===== src/rtl/window_gen_3x3_if.sv =====
// Pixel-stream and 3x3-window bundle for window_gen_3x3.
// Optional macro WINDOW_GEN_CNT_EN adds the win_count window counter.
interface window_gen_3x3_if;
  logic [7:0]  pix_in;
  logic        pix_valid;
  logic [7:0]  window_pixel_1;
  logic [7:0]  window_pixel_2;
  logic [7:0]  window_pixel_3;
  logic [7:0]  window_pixel_4;
  logic [7:0]  window_pixel_5;
  logic [7:0]  window_pixel_6;
  logic [7:0]  window_pixel_7;
  logic [7:0]  window_pixel_8;
  logic [7:0]  window_pixel_9;
  logic        window_valid;
  logic        frame_done;
`ifdef WINDOW_GEN_CNT_EN
  logic [15:0] win_count;
`endif

  // Pixel source side: drives the stream, observes the windows
  modport master (
    output pix_in, pix_valid,
    input  window_pixel_1, window_pixel_2, window_pixel_3,
    input  window_pixel_4, window_pixel_5, window_pixel_6,
    input  window_pixel_7, window_pixel_8, window_pixel_9,
`ifdef WINDOW_GEN_CNT_EN
    input  win_count,
`endif
    input  window_valid, frame_done
  );

  // Window generator side
  modport slave (
    input  pix_in, pix_valid,
    output window_pixel_1, window_pixel_2, window_pixel_3,
    output window_pixel_4, window_pixel_5, window_pixel_6,
    output window_pixel_7, window_pixel_8, window_pixel_9,
`ifdef WINDOW_GEN_CNT_EN
    output win_count,
`endif
    output window_valid, frame_done
  );
endinterface


===== src/rtl/window_gen_3x3.sv =====
// Raster-scan 3x3 window generator with two row line buffers; interior windows only.
// Optional macro WINDOW_GEN_CNT_EN adds a saturating per-frame window counter.
module window_gen_3x3 #(
  parameter int IMG_WIDTH  = 16,
  parameter int IMG_HEIGHT = 16
) (
  input  logic             clk,
  input  logic             Reset,
  window_gen_3x3_if.slave  bus
);

  localparam int CW = $clog2(IMG_WIDTH);
  localparam int RW = $clog2(IMG_HEIGHT);

  // lb0 = previous row, lb1 = row before that; contents need no reset
  logic [7:0]      lb0_q [IMG_WIDTH];
  logic [7:0]      lb1_q [IMG_WIDTH];

  logic [CW-1:0]   col_q, col_d;
  logic [RW-1:0]   row_q, row_d;
  logic [8:0][7:0] win_q, win_d;
  logic            valid_q, valid_d;
  logic            fd_q, fd_d;
  logic [7:0]      a_s, b_s;
  logic            col_last_s, row_last_s, interior_s;

`ifdef WINDOW_GEN_CNT_EN
  logic [15:0]     cnt_q, cnt_d;
`endif

  assign a_s        = lb1_q[col_q];
  assign b_s        = lb0_q[col_q];
  assign col_last_s = (col_q == CW'(IMG_WIDTH - 1));
  assign row_last_s = (row_q == RW'(IMG_HEIGHT - 1));
  assign interior_s = (row_q >= RW'(2)) && (col_q >= CW'(2));

  // Next-state: window shift, counters and output flags for an accepted pixel
  always_comb begin
    win_d   = win_q;
    col_d   = col_q;
    row_d   = row_q;
    valid_d = 1'b0;
    fd_d    = 1'b0;
    if (bus.pix_valid) begin
      win_d[0] = win_q[1];
      win_d[1] = win_q[2];
      win_d[2] = a_s;
      win_d[3] = win_q[4];
      win_d[4] = win_q[5];
      win_d[5] = b_s;
      win_d[6] = win_q[7];
      win_d[7] = win_q[8];
      win_d[8] = bus.pix_in;
      valid_d  = interior_s;
      fd_d     = row_last_s && col_last_s;
      if (col_last_s) begin
        col_d = CW'(0);
        if (row_last_s) begin
          row_d = RW'(0);
        end else begin
          row_d = row_q + RW'(1);
        end
      end else begin
        col_d = col_q + CW'(1);
      end
    end else begin
      win_d = win_q;
    end
  end

`ifdef WINDOW_GEN_CNT_EN
  // Window counter: restarts the cycle after frame_done so the full count is visible alongside it
  always_comb begin
    cnt_d = cnt_q;
    if (fd_q) begin
      cnt_d = valid_d ? 16'd1 : 16'd0;
    end else if (valid_d && (cnt_q != 16'hFFFF)) begin
      cnt_d = cnt_q + 16'd1;
    end else begin
      cnt_d = cnt_q;
    end
  end

  // Counter register
  always_ff @(posedge clk) begin
    if (Reset) begin
      cnt_q <= 16'd0;
    end else begin
      cnt_q <= cnt_d;
    end
  end

  assign bus.win_count = cnt_q;
`endif

  // Line buffers: the previous row moves down into lb1 as the new pixel lands in lb0
  always_ff @(posedge clk) begin
    if (!Reset && bus.pix_valid) begin
      lb1_q[col_q] <= b_s;
      lb0_q[col_q] <= bus.pix_in;
    end
  end

  // Counters, window and output flag registers
  always_ff @(posedge clk) begin
    if (Reset) begin
      col_q   <= CW'(0);
      row_q   <= RW'(0);
      win_q   <= '0;
      valid_q <= 1'b0;
      fd_q    <= 1'b0;
    end else begin
      col_q   <= col_d;
      row_q   <= row_d;
      win_q   <= win_d;
      valid_q <= valid_d;
      fd_q    <= fd_d;
    end
  end

  assign bus.window_pixel_1 = win_q[0];
  assign bus.window_pixel_2 = win_q[1];
  assign bus.window_pixel_3 = win_q[2];
  assign bus.window_pixel_4 = win_q[3];
  assign bus.window_pixel_5 = win_q[4];
  assign bus.window_pixel_6 = win_q[5];
  assign bus.window_pixel_7 = win_q[6];
  assign bus.window_pixel_8 = win_q[7];
  assign bus.window_pixel_9 = win_q[8];
  assign bus.window_valid   = valid_q;
  assign bus.frame_done     = fd_q;

endmodule


===== src/flat_wrapper.sv =====
// flat-port wrapper written by rule: the top's interface ports become plain ports
module window_gen_3x3_flat 
#(
  parameter int IMG_WIDTH  = 16,
  parameter int IMG_HEIGHT = 16
)
  (clk, Reset, bus_pix_in, bus_pix_valid, bus_window_pixel_1, bus_window_pixel_2, bus_window_pixel_3, bus_window_pixel_4, bus_window_pixel_5, bus_window_pixel_6, bus_window_pixel_7, bus_window_pixel_8, bus_window_pixel_9, bus_window_valid, bus_frame_done);
  window_gen_3x3_if bus_i ();
  input  logic clk;
  input  logic Reset;
  input wire logic [$bits(bus_i.pix_in)-1:0] bus_pix_in;
  input wire logic [$bits(bus_i.pix_valid)-1:0] bus_pix_valid;
  output wire logic [$bits(bus_i.window_pixel_1)-1:0] bus_window_pixel_1;
  output wire logic [$bits(bus_i.window_pixel_2)-1:0] bus_window_pixel_2;
  output wire logic [$bits(bus_i.window_pixel_3)-1:0] bus_window_pixel_3;
  output wire logic [$bits(bus_i.window_pixel_4)-1:0] bus_window_pixel_4;
  output wire logic [$bits(bus_i.window_pixel_5)-1:0] bus_window_pixel_5;
  output wire logic [$bits(bus_i.window_pixel_6)-1:0] bus_window_pixel_6;
  output wire logic [$bits(bus_i.window_pixel_7)-1:0] bus_window_pixel_7;
  output wire logic [$bits(bus_i.window_pixel_8)-1:0] bus_window_pixel_8;
  output wire logic [$bits(bus_i.window_pixel_9)-1:0] bus_window_pixel_9;
  output wire logic [$bits(bus_i.window_valid)-1:0] bus_window_valid;
  output wire logic [$bits(bus_i.frame_done)-1:0] bus_frame_done;
  assign bus_i.pix_in = bus_pix_in;
  assign bus_i.pix_valid = bus_pix_valid;
  assign bus_window_pixel_1 = bus_i.window_pixel_1;
  assign bus_window_pixel_2 = bus_i.window_pixel_2;
  assign bus_window_pixel_3 = bus_i.window_pixel_3;
  assign bus_window_pixel_4 = bus_i.window_pixel_4;
  assign bus_window_pixel_5 = bus_i.window_pixel_5;
  assign bus_window_pixel_6 = bus_i.window_pixel_6;
  assign bus_window_pixel_7 = bus_i.window_pixel_7;
  assign bus_window_pixel_8 = bus_i.window_pixel_8;
  assign bus_window_pixel_9 = bus_i.window_pixel_9;
  assign bus_window_valid = bus_i.window_valid;
  assign bus_frame_done = bus_i.frame_done;
  window_gen_3x3 #(.IMG_WIDTH(IMG_WIDTH), .IMG_HEIGHT(IMG_HEIGHT)) u_core (.clk(clk), .Reset(Reset), .bus(bus_i));
endmodule

===== config.mk =====
export PLATFORM = sky130hd
export DESIGN_NAME = window_gen_3x3_flat
export DESIGN_NICKNAME = d
export VERILOG_FILES = /design/src/rtl/window_gen_3x3_if.sv /design/src/rtl/window_gen_3x3.sv /design/src/flat_wrapper.sv
export SDC_FILE = /design/constraint.sdc
export NUM_CORES = 1
export LEC_CHECK = 0
export ABC_AREA = 1
export BUFFER_PORTS_ARGS = -buffer_cell sky130_fd_sc_hd__buf_2
export CORE_MARGIN = 3
export CORE_UTILIZATION = 55
export DETAILED_ROUTE_END_ITERATION = 10
export PLACE_DENSITY = 0.73
export SYNTH_ARGS = -nofsm -noshare
export SYNTH_HDL_FRONTEND = slang
export SYNTH_SLANG_ARGS = --single-unit

===== constraint.sdc =====
create_clock -name clk -period 2.7 [get_ports clk]
set_clock_uncertainty 0.2 [all_clocks]
set_input_delay 0 -clock clk [delete_from_list [all_inputs] [get_ports clk]]
set_output_delay 0 -clock clk [all_outputs]
set_load 0.01 [all_outputs]

# Word level (Yosys, flattened, before mapping)
# Memories as Yosys holds them, arrays and structs flattened. A register that Yosys moved wholly into a read port is not among the register bits.
# Index checks and enable logic that the tools add are counted.
[word_totals]
register_bits = 74
latch_bits = 0
mem_bits_rw = 256
romBits = 0
out_inout_bits = 74
memories = 2
[mem_list]
columns = ["memory", "words", "word_bits", "rd", "rd_ports_with_merged_regs", "wr", "line_no", "text"]
rows = [
  ["u_core.lb0_q", 16, 8, 1, 1, 1, "window_gen_3x3.sv:16", "logic [7:0] lb0_q [IMG_WIDTH];"],
  ["u_core.lb1_q", 16, 8, 1, 1, 1, "window_gen_3x3.sv:17", "logic [7:0] lb1_q [IMG_WIDTH];"],
]
[op_classes]
n_addsub = 2
n_mul = 0
div = 0
magnitude_cmp = 2
n_eq_ne = 2
shifts = 0
muxes = 6
bitwise_logic = 1
reduce_logical = 6
[op_table]
columns = ["operator", "count"]
rows = [
  ["two-way mux 4 bit", 4],
  ["adder 4 x 1 -> 4 bit (second input constant)", 2],
  ["== test 4 bit (second input constant)", 2],
  [">= comparator 4 x 2 -> 1 bit (second input constant)", 2],
  ["logical AND 1 bit", 3],
  ["two-way mux 1 bit", 2],
  ["AND reduction 2 bit", 1],
  ["OR reduction 2 bit", 1],
  ["zero test 1 bit", 1],
  ["inverter 1 bit", 1],
]

# Logic depth before layout (Yosys ltp)
# Gate-level depths: netlist of the first run.
[depth]
depth_word = 4
depth_mapped = 10

# Least setup slack after synthesis of the first run
# OpenSTA, ideal clock, no wires.
[synth_path]
kind = "register -> register"
startpoint = "register u_core.col_q[3]"
endpoint = "memory u_core.lb0_q[15][0] (enable)"
arrival_ps = 1787
slack_ps = 304
path_stages_with_launch = 3
n_path_buf = 0
synth_period_minus_slack_ps = 2396
cell_sequence = "dfxtp_1 -> nand2_1 -> nor3_1"
[synth_lines]
columns = ["element", "line_no", "text"]
rows = [
  ["start, declared", "window_gen_3x3.sv:19", "logic [CW-1:0] col_q, col_d;"],
  ["start signal, assigned", "window_gen_3x3.sv:113", "col_q <= col_d;"],
  ["end, declared", "window_gen_3x3.sv:16", ""],
]
# Straight into the memory's write port.

# Final worst setup path of the first run
[layout_path]
startpoint = "register u_core.col_q[1]"
endpoint = "register u_core.fd_q, in the netlist u_core.bus.frame_done"
[layout_via]
elab_chain_len = 2
[layout_rtl]
columns = ["element", "line_no", "text"]
rows = [
  ["== test 4 bit", "window_gen_3x3.sv:33", "assign col_last_s = (col_q == CW'(IMG_WIDTH - 1));"],
  ["logical AND 1 bit", "window_gen_3x3.sv:55", "fd_d = row_last_s && col_last_s;"],
  ["end signal, assigned", "window_gen_3x3.sv:111", "fd_q <= 1'b0;"],
  ["end signal, assigned", "window_gen_3x3.sv:117", "fd_q <= fd_d;"],
  ["end, declared", "window_gen_3x3.sv:23", "logic fd_q, fd_d;"],
]
# Every way passes these cells.
# A chain may end at the register's enable or synchronous reset.

==> flow_metrics.env, run 1 <==
export IMPL_htree_levels=2
export IMPL_fin_crit_sh_pct=85.0
export IMPL_die_area_sq_um=26800
export IMPL_fp_coreArea_sq_um=24400
export IMPL_grt_start_max_net_pins=76
export IMPL_clk_pin_slew_ns=0.06
export IMPL_place_port_buffers=84
export IMPL_status="finished clean"
export IMPL_syn_to_final_growth_pct=15.1
export IMPL_worstPathRequired_ns=2.95
export IMPL_wl_per_cell_um=18.7
export IMPL_crit_type="flip-flop to flip-flop"
export IMPL_design_area_sq_um=15800
export IMPL_grt_usage_pct=25.2
export IMPL_cpLargestDelayFamily="flip-flops"
export IMPL_ir_drop_mv=0.526
export IMPL_antenna_found_initial=0
export IMPL_worst_slew_pin_slew_ns=0.731
export IMPL_dp_hpwl_um=20500
export IMPL_drive_above_1_share_pct=13.1
export IMPL_period_minus_slack_ns=2.30
export IMPL_drc_errors=0
export IMPL_synth_nets=1361
export IMPL_cp_slowest_cell="dfxtp_2"
export IMPL_postRouteAntennaNets=0
export IMPL_ys_types=24
export IMPL_gp_congestion=0.841
export IMPL_cts_made_buffers=35
export IMPL_cellLeakagePower_nw=6.52
export IMPL_cpPeakStageDelay_ns=0.68
export IMPL_finalHoldViolCount=0
export IMPL_drv_cap=0
export IMPL_via_count=9759
export IMPL_placed_area_sq_um=14600
export IMPL_first_iter_violations=1129
export IMPL_swShare_pct=23.0
export IMPL_pin_count=85
export IMPL_maxSlewViolCount=0
export IMPL_cts_num_sinks=342
export IMPL_dieWidth_um=164
export IMPL_arrival_ns=2.54
export IMPL_maxSlewHeadroom_pct=51.3
export IMPL_layout_area_seq_sq_um=9410
export IMPL_hold_path_class="primary input to flip-flop"
export IMPL_syn_cell_area_sq_um=13700
export IMPL_crit_chain="ha_1, nand2_1, nor2_4, nand4_1, nor2_1, dlygate4sd3_1"
export IMPL_clk_path_buf_depth=3
export IMPL_grt_first_pass_wirelength_um=51700
export IMPL_wl_um=33600
export IMPL_antennaDiodeCount=0
export IMPL_setup_violations=0
export IMPL_nets=1471
export IMPL_cp_start_kind="flip-flop"
export IMPL_start_util_pct=56.2
export IMPL_syn_area_per_cell_sq_um=10.2
export IMPL_fp_row_count=57
export IMPL_overflow=0
export IMPL_place_ws_ns=0.543
export IMPL_rsz0062_at_grt="no"
export IMPL_fmax_mhz=436
export IMPL_fillers=1864
export IMPL_cts_resized=0
export IMPL_p_clk_share_pct=39.8
export IMPL_cts_tree="built"
export IMPL_p_int_w=0.00876
export IMPL_yosys_warnings=0
export IMPL_synth_cells=1343
export IMPL_grt_pass1_vias=9321
export IMPL_ys_seq_area_share_pct=68.7
export IMPL_pwr_share_seq_pct=52.0
export IMPL_p_per_area_nw_per_um2=722
export IMPL_final_common_cell="nand2_1"
export IMPL_cp_max_fo=27
export IMPL_fin_ws_ns=0.404
export IMPL_drt_pass1_iterations=5
export IMPL_multi_input_area_sq_um=3530
export IMPL_worstSetupEndpointType="flip-flop"
export IMPL_switchingPower_w=0.00261
export IMPL_p_comb_share_pct=8.3
export IMPL_final_cell_mix="nand2_1 (323), edfxtp_1 (256), nor2_1 (228)"
export IMPL_viasPerCell=5.42
export IMPL_clock_latency_ns=0.50
export IMPL_cp_buffers_inverters=1
export IMPL_ys_seq_elements=342
export IMPL_root_buffer="clkbuf_16"
export IMPL_die_h_um=164
export IMPL_finalSetupTns_ns=0
## cells in the mapped netlist, drive strengths merged
cell | number | share of area (%)
a21oi | 13 | 0.47
inv | 105 | 2.9
o31ai | 1 | 0.055
nand3 | 121 | 4.4
nor4 | 1 | 0.046
nand2 | 323 | 8.9
nand4 | 1 | 0.046
ha | 7 | 0.64
edfxtp | 256 | 56
buf | 51 | 2.3
and3 | 2 | 0.091
dfxtp | 86 | 13
nor3 | 4 | 0.15
nor2 | 237 | 6.6
clkbuf | 18 | 0.49
o21ai | 117 | 4.3
## stage by stage
stage / hold slack, ns / total power, W / utilization, % / cells
floorplan: -0.101 / 0.00659 / - / 1343
global placement: 0.172 / 0.00692 / 59.8 / 1729
detailed placement: 0.187 / 0.00694 / 59.8 / 1729
CTS: 0.252 / 0.0114 / 64.6 / 1800
global route: 0.268 / 0.0118 / 64.6 / 1800
finish: 0.262 / 0.0114 / 64.6 / 1800
## cell families (layout without fill, tap and decap cells)
kind of cell             count (synthesis)  after routing  share of synthesized area (%)
AND/OR/NAND/NOR                        689            689                           20.2
adder cells (fa/ha/maj)                  7              7                          0.639
AO/OA/AOI/OAI                          131            131                           4.80
flip-flops                             342            342                           68.7
buffers and inverters                  174            307                           5.65
## sequential cells by signal (all words and copies together) (netlist names), named ones only
signal                     cells
u_core.bus.window_pixel_2      8
u_core.bus.window_pixel_7      8
u_core.row_q                   4
u_core.bus.frame_done          1
u_core.bus.window_pixel_4      8
u_core.bus.window_pixel_6      8
u_core.bus.window_valid        1
u_core.bus.window_pixel_1      8
u_core.bus.window_pixel_8      8
u_core.bus.window_pixel_5      8
u_core.lb0_q                 128
u_core.col_q                   4
u_core.bus.window_pixel_3      8
u_core.bus.window_pixel_9      8
u_core.lb1_q                 128
## repair_timing
item,in CTS,in global routing
hold buffers,11,0
buffers inserted,0,0
endpoints found under the hold margin,169,0
endpoints found under the setup margin,0,0
## layer usage
metal	vias to the layer above	wire length [um]	GRT usage, %
li1	4652	-	-
met1	4624	13800	35.0
met2	402	15800	39.3
met3	81	2760	5.30
met4	0	1210	10.2
met5	-	0	0
## power groups by stage
stage / clock [W] / combinational (W) / sequential [W]
after floorplan: 0 / 0.000568 / 0.00602
after global placement: 0 / 0.000907 / 0.00601
after detailed placement: 0 / 0.000920 / 0.00602
after CTS: 0.00457 / 0.000938 / 0.00591
after global routing: 0.00479 / 0.00106 / 0.00592
final: 0.00452 / 0.000941 / 0.00591
## final timing paths
check | start | slack [ns] | endpoint | cells past startpoint
max reg2reg | u_core.col_q[1]$_SDFFE_PP0P_ | 0.40 | u_core.bus.frame_done$_SDFF_PN0_ | 6
max | u_core.col_q[1]$_SDFFE_PP0P_ | 0.40 | u_core.bus.frame_done$_SDFF_PN0_ | 6
min reg2reg | u_core.bus.window_pixel_6[4]$_SDFFE_PP0P_ | 0.28 | u_core.bus.window_pixel_5[4]$_SDFFE_PP0P_ | 2
min | bus_pix_in[0] | 0.26 | u_core.lb0_q[15][0]$_DFFE_PP_ | 2
## layout make-up
type | instances | share of cell area (%)
clock buffer | 52 | 6.36
inverter | 105 | 2.52
timing repair buffer | 142 | 6.00
clock inverter | 8 | 0.413
multi-input combinational | 827 | 22.4
sequential | 342 | 59.7
tap | 324 | 2.57
(Power assumes the default switching activity.)
==> run 2: changes to the inputs <==
--- a/config.mk
+++ b/config.mk
@@ -6,11 +6,11 @@
 export NUM_CORES = 1
 export LEC_CHECK = 0
 export ABC_AREA = 1
-export BUFFER_PORTS_ARGS = -buffer_cell sky130_fd_sc_hd__buf_2
 export CORE_MARGIN = 3
 export CORE_UTILIZATION = 55
 export DETAILED_ROUTE_END_ITERATION = 10
-export PLACE_DENSITY = 0.73
+export DONT_BUFFER_PORTS = 1
+export PLACE_DENSITY = 0.7
 export SYNTH_ARGS = -nofsm -noshare
 export SYNTH_HDL_FRONTEND = slang
 export SYNTH_SLANG_ARGS = --single-unit
==> run 2 against run 1 <==
Setup slack worse by 0.13 ns. Via count shrank 3.8%. Die area unchanged. First-iteration DRC count is 6.0% higher. Critical path type unchanged. Largest cell class unchanged.
==> flow_metrics.env, run 2 (synthesis gave the netlist of run 1 again) <==
export IMPL_status="finished clean"
export IMPL_first_iter_violations=1197
export IMPL_grt_usage_pct=25.0
export IMPL_pin_count=85
export IMPL_reg2reg_slack_ns=0.27
export IMPL_top_regs="u_core.lb0_q x128, u_core.lb1_q x128"
export IMPL_fillers=1912
export IMPL_period_minus_slack_ns=2.43
export IMPL_cp_slowest_cell="dlygate4sd3_1"
export IMPL_crit_chain="buf_4, ha_1, nand2_1, nor2_4, dlygate4sd3_1, a21oi_1, nor3_1"
export IMPL_overflow=0
export IMPL_gp_congestion=0.841
export IMPL_grt_start_max_net_pins=94
export IMPL_fp_row_count=57
export IMPL_grt_pass1_vias=8808
export IMPL_place_port_buffers=0
export IMPL_final_common_cell="nand2_1"
export IMPL_wl_um=33500
export IMPL_dieWidth_um=164
export IMPL_hold_path_class="flip-flop to flip-flop"
export IMPL_drt_pass1_iterations=5
export IMPL_p_comb_share_pct=7.1
export IMPL_crit_type="flip-flop to flip-flop"
export IMPL_die_h_um=164
export IMPL_p_per_area_nw_per_um2=742
export IMPL_cellLeakagePower_nw=6.18
export IMPL_wl_per_cell_um=19.4
export IMPL_fp_coreArea_sq_um=24400
export IMPL_worstSetupEndpointType="flip-flop"
export IMPL_via_count=9389
export IMPL_min_to="u_core.row_q[0]$_SDFFE_PP0P_"
export IMPL_cp_max_fo=25
export IMPL_startpoint="u_core.col_q[0]$_SDFFE_PP0P_"
export IMPL_fmax_mhz=412
export IMPL_worst_slew_pin_slew_ns=0.753
export IMPL_ir_drop_mv=0.547
export IMPL_maxSlewViolCount=0
export IMPL_final_cell_mix="nand2_1 (323), edfxtp_1 (256), nor2_1 (221)"
export IMPL_cts_made_buffers=34
export IMPL_htree_levels=2
export IMPL_clock_latency_ns=0.51
export IMPL_clk_pin_slew_ns=0.06
export IMPL_nets=1389
export IMPL_drv_cap=0
export IMPL_start_util_pct=56.2
export IMPL_setup_violations=0
export IMPL_cp_start_kind="flip-flop"
export IMPL_die_area_sq_um=26800
export IMPL_viasPerCell=5.46
export IMPL_cts_num_sinks=342
export IMPL_cpPeakStageDelay_ns=0.68
export IMPL_drive_above_1_share_pct=9.02
export IMPL_regToRegStartpoint="u_core.col_q[0]$_SDFFE_PP0P_"
export IMPL_postRouteAntennaNets=0
export IMPL_dp_hpwl_um=20200
export IMPL_finalSetupTns_ns=0
export IMPL_syn_to_final_growth_pct=13.1
export IMPL_pwr_share_seq_pct=51.9
export IMPL_fin_crit_sh_pct=89.9
export IMPL_antennaDiodeCount=0
export IMPL_root_buffer="clkbuf_16"
export IMPL_clk_path_buf_depth=3
export IMPL_r2r_end="u_core.row_q[2]$_SDFFE_PP0P_"
export IMPL_placed_area_sq_um=14200
export IMPL_drc_errors=0
export IMPL_maxSlewHeadroom_pct=49.6
export IMPL_reg2reg_depth=7
export IMPL_grt_first_pass_wirelength_um=51000
export IMPL_rsz0062_at_grt="no"
export IMPL_whs_path_depth=2
export IMPL_design_area_sq_um=15500
export IMPL_finalHoldViolCount=0
export IMPL_switchingPower_w=0.00262
export IMPL_cts_tree="built"
export IMPL_worstPathRequired_ns=2.93
export IMPL_swShare_pct=22.8
export IMPL_p_int_w=0.00887
export IMPL_antenna_found_initial=1
export IMPL_arrival_ns=2.65
export IMPL_p_clk_share_pct=41.1
export IMPL_min_from="u_core.row_q[0]$_SDFFE_PP0P_"
## run 2: changes by cell type in the layout (fill, tap and decap cells not counted), sizes merged
| cell | change |
|---|---|
| clkinv | +4 |
| buf | -82 |
| clkbuf | -1 |
| clkinvlp | -1 |
| dlygate4sd3 | +1 |
## run 2: worst max path at each step
stage	end
detailed placement	u_core.lb1_q[9][0]$_DFFE_PP_
finish	u_core.row_q[2]$_SDFFE_PP0P_
floorplan	u_core.lb0_q[15][0]$_DFFE_PP_
global placement	u_core.lb1_q[9][0]$_DFFE_PP_
global route	u_core.row_q[2]$_SDFFE_PP0P_
CTS	u_core.row_q[2]$_SDFFE_PP0P_
## run 2: layout make-up
type	instances	area, sq um	area share, %
sequential	342	9410	60.8
multi-input combinational	827	3550	22.9
clock buffer	51	1060	6.85
timing repair buffer	61	583	3.77
tap	324	405	2.62
inverter	105	397	2.56
clock inverter	11	77.6	0.501
## run 2: power groups by stage
stage	Combinational, W	Clock, W	Sequential [W]
after floorplan	0.000568	0	0.00602
after global placement	0.000709	0	0.00607
after detailed placement	0.000729	0	0.00607
after CTS	0.000809	0.00478	0.00596
after global routing	0.000914	0.00499	0.00597
final	0.000811	0.00472	0.00596
## run 2: per-layer routing
layer | GRT usage, % | share of wire (%)
met4 | 7.19 | 2.3
met1 | 35.2 | 42
met3 | 3.91 | 7.6
met2 | 40.7 | 49
met5 | 0 | 0
## run 2: critical path: cells and delay by family, from the launching register on
family / cells / cell delay (ns)
AO/OA/AOI/OAI: 1 / 0.09
adder cells (fa/ha/maj): 1 / 0.22
buffers and inverters: 2 / 0.99
flip-flops: 1 / 0.40
AND/OR/NAND/NOR: 3 / 0.43
## run 2: through the flow
| step | worst slack, ns | cells | utilization [%] | power, W | hold WS [ns] |
|---|---|---|---|---|---|
| after global placement | 0.538 | 1646 | 58.2 | 0.00678 | -0.120 |
| after floorplan | 0.304 | 1343 | - | 0.00659 | -0.101 |
| after detailed placement | 0.472 | 1646 | 58.2 | 0.00680 | -0.122 |
| final | 0.274 | 1721 | 63.5 | 0.0115 | 0.295 |
| after CTS | 0.275 | 1721 | 63.5 | 0.0116 | 0.306 |
| after global routing | 0.0971 | 1721 | 63.5 | 0.0119 | 0.341 |
## run 2: repair_timing
| item | 4_1_cts | 5_1_grt |
|---|---|---|
| hold endpoints to repair | 379 | 0 |
| resized for setup | 0 | 0 |
| endpoints found under the setup margin | 0 | 0 |
| setup buffers | 0 | 0 |
| hold buffers | 13 | 0 |
